**src/rtl/player_pkg.sv**
```systemverilog
// Shared definitions for the player mover: direction codes, screen defaults,
// player size and the key-repeat FSM state encoding.
package player_pkg;

   // Direction codes carried on the 4-bit button bus
   localparam logic [3:0] BTN_UP    = 4'd8;
   localparam logic [3:0] BTN_DOWN  = 4'd4;
   localparam logic [3:0] BTN_RIGHT = 4'd2;
   localparam logic [3:0] BTN_LEFT  = 4'd1;

   // Screen and player geometry defaults
   localparam int unsigned DEF_H_RES       = 640;
   localparam int unsigned DEF_V_RES       = 480;
   localparam int unsigned DEF_PLAYER_SIZE = 12;

   typedef enum logic [1:0] {
      ST_IDLE,
      ST_PRESS,
      ST_DELAY,
      ST_REPEAT
   } state_t;

   // True when the button bus carries exactly one of the four direction codes
   function automatic logic is_dir(input logic [3:0] b);
      return (b == BTN_UP) || (b == BTN_DOWN) || (b == BTN_RIGHT) || (b == BTN_LEFT);
   endfunction

endpackage

```
**src/rtl/key_repeat.sv**
```systemverilog
// Press-then-auto-repeat sequencer for the direction buttons.
// Ports:
//   clk, rst_n : tick clock, async active-low reset
//   btns       : raw direction code
//   dir        : latched direction code of the current press
//   move_c     : combinational strobe, high on ticks that attempt a move
//   moving     : high whenever the FSM is not idle
module key_repeat
   import player_pkg::*;
#(
   parameter int unsigned REPEAT_DLY  = 8,
   parameter int unsigned REPEAT_RATE = 2
) (
   input  logic       clk,
   input  logic       rst_n,
   input  logic [3:0] btns,
   output logic [3:0] dir,
   output logic       move_c,
   output logic       moving
);

   localparam int unsigned CNT_MAX = (REPEAT_DLY > REPEAT_RATE) ? REPEAT_DLY : REPEAT_RATE;
   localparam int unsigned CNT_W   = $clog2(CNT_MAX);

   state_t             state, state_next;
   logic [CNT_W-1:0]   cnt, cnt_next;
   logic [3:0]         dir_next;

   // State, counter and latched direction registers
   always_ff @(posedge clk or negedge rst_n) begin
      if (!rst_n) begin
         state  <= ST_IDLE;
         cnt    <= '0;
         dir    <= '0;
         moving <= 1'b0;
      end else begin
         state  <= state_next;
         cnt    <= cnt_next;
         dir    <= dir_next;
         moving <= (state_next != ST_IDLE);
      end
   end

   // Next-state and move strobe; any change of the held code drops back to idle
   always_comb begin
      state_next = state;
      cnt_next   = cnt;
      dir_next   = dir;
      move_c     = 1'b0;
      case (state)
         ST_IDLE: begin
            if (is_dir(btns)) begin
               dir_next   = btns;
               state_next = ST_PRESS;
            end
         end
         ST_PRESS: begin
            move_c     = 1'b1;
            cnt_next   = '0;
            state_next = ST_DELAY;
         end
         ST_DELAY: begin
            if (btns != dir) begin
               state_next = ST_IDLE;
            end else if (cnt == CNT_W'(REPEAT_DLY - 1)) begin
               move_c     = 1'b1;
               cnt_next   = '0;
               state_next = ST_REPEAT;
            end else begin
               cnt_next = cnt + CNT_W'(1);
            end
         end
         ST_REPEAT: begin
            if (btns != dir) begin
               state_next = ST_IDLE;
            end else if (cnt == CNT_W'(REPEAT_RATE - 1)) begin
               move_c   = 1'b1;
               cnt_next = '0;
            end else begin
               cnt_next = cnt + CNT_W'(1);
            end
         end
         default: state_next = ST_IDLE;
      endcase
   end

endmodule

```
**src/rtl/player_mover.sv**
```systemverilog
// Moves a square player one pixel per attempt under rectangle and screen-edge
// permission, with press-then-auto-repeat timing, and cycles the player colour.
// Ports:
//   btnClk, rst      : tick clock, async active-low reset
//   btns             : direction code (8 up, 4 down, 2 right, 1 left)
//   colorBtn         : level input, each rising edge advances the colour
//   up/down/left/rightEnable : per-rectangle movement permissions
//   player_hPos/vPos : player left / top edge
//   player_color     : current colour index
//   moving           : FSM not idle
//   blocked          : one-tick pulse on a refused move attempt
module player_mover
   import player_pkg::*;
#(
   parameter int unsigned N_RECT      = 4,
   parameter int unsigned PLAYER_SIZE = DEF_PLAYER_SIZE,
   parameter int unsigned H_RES       = DEF_H_RES,
   parameter int unsigned V_RES       = DEF_V_RES,
   parameter int unsigned H_START     = 314,
   parameter int unsigned V_START     = 0,
   parameter int unsigned REPEAT_DLY  = 8,
   parameter int unsigned REPEAT_RATE = 2,
   parameter int unsigned N_COLORS    = 4
) (
   input  logic              btnClk,
   input  logic              rst,
   input  logic [3:0]        btns,
   input  logic              colorBtn,
   input  logic [N_RECT-1:0] upEnable,
   input  logic [N_RECT-1:0] downEnable,
   input  logic [N_RECT-1:0] leftEnable,
   input  logic [N_RECT-1:0] rightEnable,
   output logic [31:0]       player_hPos,
   output logic [31:0]       player_vPos,
   output logic [3:0]        player_color,
   output logic              moving,
   output logic              blocked
);

   logic [3:0] dir;
   logic       move_c;
   logic       permit_c;
   logic       color_hist;

   key_repeat #(
      .REPEAT_DLY  (REPEAT_DLY),
      .REPEAT_RATE (REPEAT_RATE)
   ) u_key_repeat (
      .clk    (btnClk),
      .rst_n  (rst),
      .btns   (btns),
      .dir    (dir),
      .move_c (move_c),
      .moving (moving)
   );

   // Permission: every rectangle agrees and the step stays on screen (no underflow)
   always_comb begin
      permit_c = 1'b0;
      case (dir)
         BTN_UP:    permit_c = (&upEnable)    && (player_vPos > 32'd0);
         BTN_DOWN:  permit_c = (&downEnable)  && ((player_vPos + 32'(PLAYER_SIZE)) < 32'(V_RES));
         BTN_LEFT:  permit_c = (&leftEnable)  && (player_hPos > 32'd0);
         BTN_RIGHT: permit_c = (&rightEnable) && ((player_hPos + 32'(PLAYER_SIZE)) < 32'(H_RES));
         default:   permit_c = 1'b0;
      endcase
   end

   // Position registers and refused-move pulse
   always_ff @(posedge btnClk or negedge rst) begin
      if (!rst) begin
         player_hPos <= 32'(H_START);
         player_vPos <= 32'(V_START);
         blocked     <= 1'b0;
      end else begin
         blocked <= move_c && !permit_c;
         if (move_c && permit_c) begin
            case (dir)
               BTN_UP:    player_vPos <= player_vPos - 32'd1;
               BTN_DOWN:  player_vPos <= player_vPos + 32'd1;
               BTN_LEFT:  player_hPos <= player_hPos - 32'd1;
               BTN_RIGHT: player_hPos <= player_hPos + 32'd1;
               default:   ;
            endcase
         end
      end
   end

   // Colour advances on each rising edge of the registered colour button
   always_ff @(posedge btnClk or negedge rst) begin
      if (!rst) begin
         color_hist   <= 1'b0;
         player_color <= '0;
      end else begin
         color_hist <= colorBtn;
         if (colorBtn && !color_hist) begin
            player_color <= (player_color == 4'(N_COLORS - 1)) ? 4'd0 : player_color + 4'd1;
         end
      end
   end

endmodule

```
**config.mk**
```make
export PLATFORM = sky130hd
export DESIGN_NAME = player_mover
export DESIGN_NICKNAME = d
export VERILOG_FILES = /design/src/rtl/player_pkg.sv /design/src/rtl/key_repeat.sv /design/src/rtl/player_mover.sv
export SDC_FILE = /design/constraint.sdc
export NUM_CORES = 1
export LEC_CHECK = 0
export ABC_AREA = 1
export CORE_MARGIN = 1
export CORE_UTILIZATION = 24
export DETAILED_ROUTE_END_ITERATION = 16
export PLACE_DENSITY = 0.41
export SYNTH_ARGS = -nofsm -noshare
export SYNTH_HDL_FRONTEND = slang
export SYNTH_SLANG_ARGS = --single-unit
```
**constraint.sdc**
```tcl
create_clock -name btnClk -period 3.7 [get_ports btnClk]
set_input_delay 0.555 -clock btnClk [delete_from_list [all_inputs] [get_ports btnClk]]
set_output_delay 0.555 -clock btnClk [all_outputs]
set_load 0.005 [all_outputs]
```
==> impl_metrics.json, run 1 <==
{
  "reg2reg_to": "player_hPos[20]$_DFFE_PN0P_",
  "powerDensity_nw_per_um2": 320,
  "drt-total-wl_um": 35000,
  "synth_area_um2": 9270,
  "clk_pin_slew_ps": 70,
  "crit_end": "player_hPos[20]$_DFFE_PN0P_",
  "synth_most_common_cell": "nand2_1",
  "fin_ws_ps": 338,
  "instances_no_fill": 2160,
  "drt_first_pass_iters": 4,
  "ctsResizeCount": 0,
  "cp.required_ps": 3940,
  "crit_cells": 14,
  "wl_met1_um": 15900,
  "crit_top_cell": "o21ai_0",
  "grt_pass1_vias": 10076,
  "timing.fmax_mhz": 297,
  "max-cap-violations": 0,
  "clock_skew_ps": 13.0,
  "synth_top_cell_by_area": "dfrtp_1",
  "p_sw_share_pct": 41.3,
  "num_vias": 9987,
  "seq_power_share_pct": 28.2,
  "post-synth-top-area-fraction_pct": 20.2,
  "critical_path_class": "reg2reg",
  "rsz0062_at_grt": "no",
  "fillers": 4396,
  "synth_seq_area_share_pct": 21.7,
  "maxUsedRoutingLayer": "met4",
  "hold_class": "in2async",
  "hold_viol_final": 0,
  "power_switching_mw": 1.47,
  "dpl.hpwl_um": 29700,
  "cts_buffers": 9,
  "place_ws_ps": 294,
  "crit_buf_inv": 4,
  "synth-async-reset-ratio_pct": 100,
  "path_cells": "inv_1 > nand3_1 > buf_12 > ha_1 > a21oi_1 > nand2_1 > a31oi_1 > o21ai_0 > buf_4 > a31oi_1 > o21ai_0 > xor2_1 > o21ai_0 > inv_1",
  "ant_nets": 0,
  "fin_crit_ps": 3360,
  "wl_per_cell_um": 16.2,
  "design.core.area_um2": 37800,
  "r2r_start": "u_key_repeat.dir[0]$_DFFE_PN0P_",
  "synth_nets": 1631,
  "clkLatencyLatePin_ps": 360,
  "route.met2.wl_um": 17200,
  "cts_root_buf": "clkbuf_16",
  "io_pins": 93,
  "endpoint_kind": "flip-flop",
  "post-cts-setup-buffer-count": 0,
  "wl_met3_um": 792,
  "rows": 71,
  "cts_hold_buf": 0,
  "portBuffers": 92,
  "antenna_found_initial": 0,
  "drcViolationCount": 0,
  "worstPathMaxFanout": 33,
  "rr_worst_depth": 14,
  "numClockSinks": 80,
  "crit_family": "compound AO/OA/AOI/OAI gates",
  "r2r_slack_ps": 340,
  "clockPowerShare_pct": 25.6,
  "power_frac_comb_pct": 46.3,
  "synth-edff-count": 0,
  "clk_path_buf_depth": 2,
  "ys_warn_count": 0,
  "slew_headroom_pct": 44.8,
  "worstSetupStartpointType": "flip-flop",
  "ys_ff_latch": 80,
  "grt.overflow.total": 0,
  "crit_arrival_ps": 3600,
  "startpoint": "u_key_repeat.dir[0]$_DFFE_PN0P_",
  "htreeDepth": 3,
  "slowest_delay_ps": 420,
  "p_leak_nw": 5.60,
  "grt_pass1_wl_um": 54700,
  "yosys-top-cells-count": "447 x nand2_1, 244 x inv_1, 195 x nor2_1, 98 x nand3_1, 75 x dfrtp_1",
  "avgSynthCellArea_um2": 6.01,
  "syn_inst": 1542,
  "dp_cells": 2145,
  "vias_per_cell": 4.62,
  "cts_tree": "built",
  "yosys-top-cells-area": "dfrtp_1 20%, nand2_1 18%, inv_1 9.9%, ha_1 8.6%, nor2_1 7.9%",
  "synth_ff_type": "dfrtp_1",
  "start_util_pct": 24.5,
  "globalplace.congestion": 0.918,
  "vdd_drop_max_v": 0.000218,
  "synth.distinct_cells": 41,
  "drtIter0Drc": 374,
  "tightestPinTransition_ps": 828,
  "n_antenna_cell": 0,
  "dieArea_um2": 39400,
  "internal_power_mw": 2.10,
  "die_h_um": 199,
  "fin_setup_tns_ps": 0,
  "grt_max_degree": 63,
  "drv_slew": 0,
  "nNetsFinal": 1734,
  "post-route-period-util_pct": 90.9,
  "outcome": "complete, no violations",
  "finalSetupViolCount": 0,
  "gr-usage-all-layers_pct": 18.2,
  "drive_gt1_share_pct": 3.40,
  "fp.dieW_um": 199,
  "crit_slowest_cell": "a31oi_1",
  "area_delta_synth_final_pct": 20.4
}
-- cells in the final DEF, fill, tap and decap left out, types with 16 or more instances in the layout --
cell type	netlist	final
nand3_1	98	98
xor2_1	46	46
xnor2_1	23	23
nand2_1	447	447
dfrtp_1	75	75
nor3_1	16	16
nor2_1	195	195
inv_1	244	244
o21ai_1	38	38
a21oi_1	69	69
clkdlybuf4s50_1	0	91
nand4_1	37	37
ha_1	64	64
o21ai_0	71	71
-- state kept, by name, summed over array words and instances, names as in the netlist --
signal and cells:
u_key_repeat.moving 1, blocked 1, player_vPos 32, player_color 4, u_key_repeat.cnt 3, color_hist 1
u_key_repeat.state 2, u_key_repeat.dir 4, player_hPos 32
-- stage by stage --
stage	utilization [%]	area (um^2)	hold slack, ps	total power [mW]
floorplan	-	9270	259	2.14
global placement	28.7	10900	510	2.69
detailed placement	28.7	10900	510	2.68
CTS	29.5	11200	332	3.62
global route	29.5	11200	354	3.88
finish	29.5	11200	279	3.57
-- power by group through the flow --
stage          Sequential (mW)  Combinational (mW)  Clock, mW
6_report                  1.01                1.65      0.912
5_1_grt                   1.02                1.88      0.988
4_1_cts                   1.01                1.66      0.952
3_5_place_dp              1.02                1.66          0
3_3_place_gp              1.02                1.67          0
2_1_floorplan             1.01                1.12          0
-- how the worst min path moves through the flow --
stage | slack [ps] | depth (start not counted) | from | to
after floorplan | 260 | 0 | rst | blocked$_DFF_PN0_
after global placement | 510 | 3 | color_hist$_DFF_PN0_ | player_color[1]$_DFFE_PN0P_
after detailed placement | 510 | 3 | color_hist$_DFF_PN0_ | player_color[1]$_DFFE_PN0P_
after CTS | 330 | 1 | rst | player_hPos[9]$_DFFE_PN0P_
after global routing | 350 | 1 | rst | player_hPos[9]$_DFFE_PN0P_
final | 280 | 1 | rst | player_hPos[9]$_DFFE_PN0P_
-- layer usage --
layer | track usage [%] | up-vias
met1 | 22.2 | 4614
met5 | 0 | -
met2 | 32.7 | 136
met3 | 1.80 | 48
met4 | 7.04 | 0
li1 | - | 5189
-- kinds of logic (layout without fill, tap and decap cells) --
kind of cell    count (synthesis)  after routing  share of synthesized area (%)
flops                          80             80                           21.7
fa+ha+maj                      66             66                           9.07
buf+inv                       263            370                           11.1
mux                             1              1                          0.121
compound gates                233            233                           13.9
xor+xnor                       69             69                           6.52
simple gates                  830            830                           37.6
-- final cells by class --
| cell class | count | area [um^2] | share of cell area (%) |
|---|---|---|---|
| Multi-Input combinational cell | 1199 | 6240 | 55.9 |
| Clock buffer | 9 | 225 | 2.02 |
| Inverter | 250 | 938 | 8.41 |
| Sequential cell | 80 | 2010 | 18.0 |
| Timing Repair Buffer | 105 | 1050 | 9.44 |
| Tap cell | 511 | 639 | 5.73 |
| Clock inverter | 6 | 61.3 | 0.549 |
Power figures use the tool's default switching activity.
==> run 2: changes to the inputs <==
- ABC_AREA: 1 -> not set
- PLACE_DENSITY: 0.41 -> 0.42
==> run 2 against run 1 <==
Utilization up 5.9 points. Largest cell class unchanged. Sequential cell count unchanged. Via count down 32%. Final area down 11%. Critical path depth down 5. Clock skew down 1.1 ps. Setup slack worse by 210 ps. Maximum frequency down 6.0%.
==> impl_metrics.json, run 2 <==
{
  "ys_ff_latch": 80,
  "ant_nets": 0,
  "reg_top3": "player_hPos (32), player_vPos (32)",
  "timing.fmax_mhz": 280,
  "crit_arrival_ps": 3840,
  "synth_top_family_by_area": "compound AO/OA/AOI/OAI gates",
  "muxShareOfSynthArea_pct": 3.54,
  "synth-edff-count": 0,
  "tightestPinTransition_ps": 562,
  "cp.required_ps": 3970,
  "hold_viol_final": 0,
  "r2r_slack_ps": 120,
  "worstSetupStartpointType": "flip-flop",
  "grt_pass1_wl_um": 35200,
  "synth_adder_area_share_pct": 12.2,
  "cts_root_buf": "clkbuf_16",
  "drtIter0Drc": 361,
  "hold_class": "in2async",
  "synth-async-reset-ratio_pct": 100,
  "cts_buffers": 9,
  "crit_slowest_cell": "or4_2",
  "synth.distinct_cells": 71,
  "n_antenna_cell": 0,
  "rows": 61,
  "internal_power_mw": 3.33,
  "final_common_cell": "buf_4",
  "globalplace.congestion": 0.824,
  "dieArea_um2": 29400,
  "antenna_found_initial": 0,
  "vdd_drop_max_v": 0.000234,
  "numClockSinks": 80,
  "design.core.area_um2": 28000,
  "p_leak_nw": 4.50,
  "clk_pin_slew_ps": 70,
  "powerDensity_nw_per_um2": 570,
  "area_delta_synth_final_pct": 43.8,
  "synth_xor_area_share_pct": 9.54,
  "worstPathMaxFanout": 12,
  "drcViolationCount": 0,
  "finalSetupViolCount": 0,
  "grt_max_degree": 59,
  "final_core_util_pct": 35.4,
  "vias_per_cell": 4.86,
  "synth_ff_type": "dfrtp_1",
  "seq_power_share_pct": 19.2,
  "outcome": "complete, no violations",
  "post-synth-top-area-fraction_pct": 27.3,
  "num_vias": 6764,
  "synth_compound_area_share_pct": 23.7,
  "fin_crit_ps": 3580,
  "slew_headroom_pct": 62.3,
  "io_pins": 93,
  "cts_hold_buf": 0,
  "nNetsFinal": 1099,
  "power_switching_mw": 2.31,
  "slowest_delay_ps": 860,
  "synth_nets": 886,
  "layout_common_cells": "128 x buf_4, 91 x clkdlybuf4s50_1, 88 x nand2_1, 74 x dfrtp_1, 65 x o21ai_0",
  "clkLatencyLatePin_ps": 360,
  "clockPowerShare_pct": 17.3,
  "drive_gt1_share_pct": 23.0,
  "gr-usage-all-layers_pct": 15.3,
  "post-route-period-util_pct": 96.6,
  "p_sw_share_pct": 41.0,
  "drt-total-wl_um": 22300,
  "drv_slew": 0,
  "path_cells": "nand4_2 > nor4_4 > nand4_1 > mux2_1 > o22a_1 > o41ai_4 > nand2b_1 > or4_2 > o21ai_0",
  "ys_warn_count": 0,
  "grt.overflow.total": 0,
  "start_util_pct": 24.6,
  "dpl.hpwl_um": 16800,
  "synth_area_um2": 6890,
  "yosys-top-cells-count": "88 x nand2_1, 86 x o21ai_0, 75 x dfrtp_1, 64 x ha_1, 61 x a21oi_1",
  "wl_per_cell_um": 16.0,
  "synthSimpleGateAreaFrac_pct": 19.6,
  "synth_seq_area_share_pct": 29.2,
  "synth_most_common_cell": "nand2_1",
  "clk_path_buf_depth": 2,
  "grt_pass1_vias": 6701,
  "drt_first_pass_iters": 4,
  "rsz0062_at_grt": "yes",
  "htreeDepth": 3,
  "power_frac_comb_pct": 63.5,
  "avgSynthCellArea_um2": 8.64,
  "die_h_um": 171,
  "endpoint_kind": "flip-flop",
  "yosys-top-cells-area": "dfrtp_1 27%, ha_1 12%, o21ai_0 6.3%, xor2_1 5.2%, nand2_1 4.8%",
  "place_ws_ps": -180,
  "cts_tree": "built",
  "critical_path_class": "reg2reg",
  "fp.dieW_um": 171,
  "synth_top_cell_by_area": "dfrtp_1",
  "clock_skew_ps": 11.9,
  "syn_inst": 797,
  "fillers": 2919,
  "portBuffers": 92,
  "max-cap-violations": 0,
  "fin_ws_ps": 125
}
## run 2: cell count changes after synthesis, sizes merged, moves of 11 or more
cell / previous run / this run
nand2: 450 / 88
inv: 247 / 15
nor2: 202 / 31
nand3: 103 / 20
a21o: 13 / 34
o21ai: 109 / 88
nand4: 37 / 20
mux2: 1 / 16
nand2b: 0 / 13
and3: 0 / 11
xnor2: 23 / 34
## run 2: cells by family after synthesis
family | after synthesis
buffers and inverters | 36
muxes | 22
xor gates and xnor gates | 75
AOI/OAI and AO/OA | 261
adders and majority gates | 66
DFF | 80
and+or+nand+nor | 257
## run 2: path summary, 6_finish.rpt
| kind | startpoint | endpoint | cells past startpoint |
|---|---|---|---|
| min in group btnClk | color_hist$_DFF_PN0_ | player_color[1]$_DFFE_PN0P_ | 3 |
| worst min-delay path | rst | player_vPos[13]$_DFFE_PN0P_ | 1 |
| max in group asynchronous | rst | player_hPos[8]$_DFFE_PN1P_ | 2 |
| worst max-delay path | player_vPos[12]$_DFFE_PN0P_ | player_hPos[5]$_DFFE_PN1P_ | 9 |
| worst min register to register | color_hist$_DFF_PN0_ | player_color[1]$_DFFE_PN0P_ | 3 |
| worst max register to register | player_vPos[12]$_DFFE_PN0P_ | player_hPos[5]$_DFFE_PN1P_ | 9 |
## run 2: final cells by class
| type | count | area, um^2 | area share (%) |
|---|---|---|---|
| clock inverter | 6 | 72.6 | 0.733 |
| timing repair buffer | 222 | 1940 | 19.6 |
| clock buffer | 10 | 239 | 2.41 |
| inverter | 15 | 56.3 | 0.569 |
| tap | 378 | 473 | 4.78 |
| multi-input combinational | 682 | 5120 | 51.7 |
| sequential | 80 | 2010 | 20.3 |
## run 2: power by group through the flow
stage | clock (mW) | sequential, mW | combinational (mW)
6_report | 0.975 | 1.09 | 3.59
3_5_place_dp | 0 | 1.10 | 3.33
2_1_floorplan | 0 | 1.11 | 2.13
5_1_grt | 1.03 | 1.10 | 3.97
3_3_place_gp | 0 | 1.10 | 3.36
4_1_cts | 1.01 | 1.08 | 3.40
## run 2: stage by stage
| stage | hold WS [ps] | cells | TNS [ps] | power, mW | cell area [um^2] |
|---|---|---|---|---|---|
| floorplan | 259 | 797 | -10980 | 3.24 | 7020 |
| global placement | 528 | 1373 | -915 | 4.46 | 9250 |
| detailed placement | 522 | 1373 | -1560 | 4.43 | 9250 |
| CTS | 187 | 1389 | 0 | 5.49 | 9610 |
| global route | 211 | 1393 | -14.9 | 6.10 | 9900 |
| finish | 173 | 1393 | 0 | 5.65 | 9900 |
## run 2: critical path: cells and delay by family, from the launching register on
family | cells | cell delay (ps)
mux | 1 | 350
flops | 1 | 370
compound gates | 3 | 930
simple gates | 5 | 1820
## run 2: repair_timing
action,4_1_cts,5_1_grt
gates resized for setup,13,42
pin swaps,5,12
buffers inserted,0,3
gates cloned,0,2
endpoints found under the setup margin,33,31
## run 2: routing by layer
| metal | wire length [um] | GRT usage [%] |
|---|---|---|
| met4 | 414 | 5.36 |
| met2 | 10400 | 26.0 |
| met1 | 10800 | 20.3 |
| met5 | 0 | 0 |
| met3 | 677 | 1.50 |
==> run 3: changes to the inputs <==
- CAP_MARGIN: not set -> 0
==> results of run 3 <==
Same layout as run 2: the final DEF is identical, and so are final timing and power.
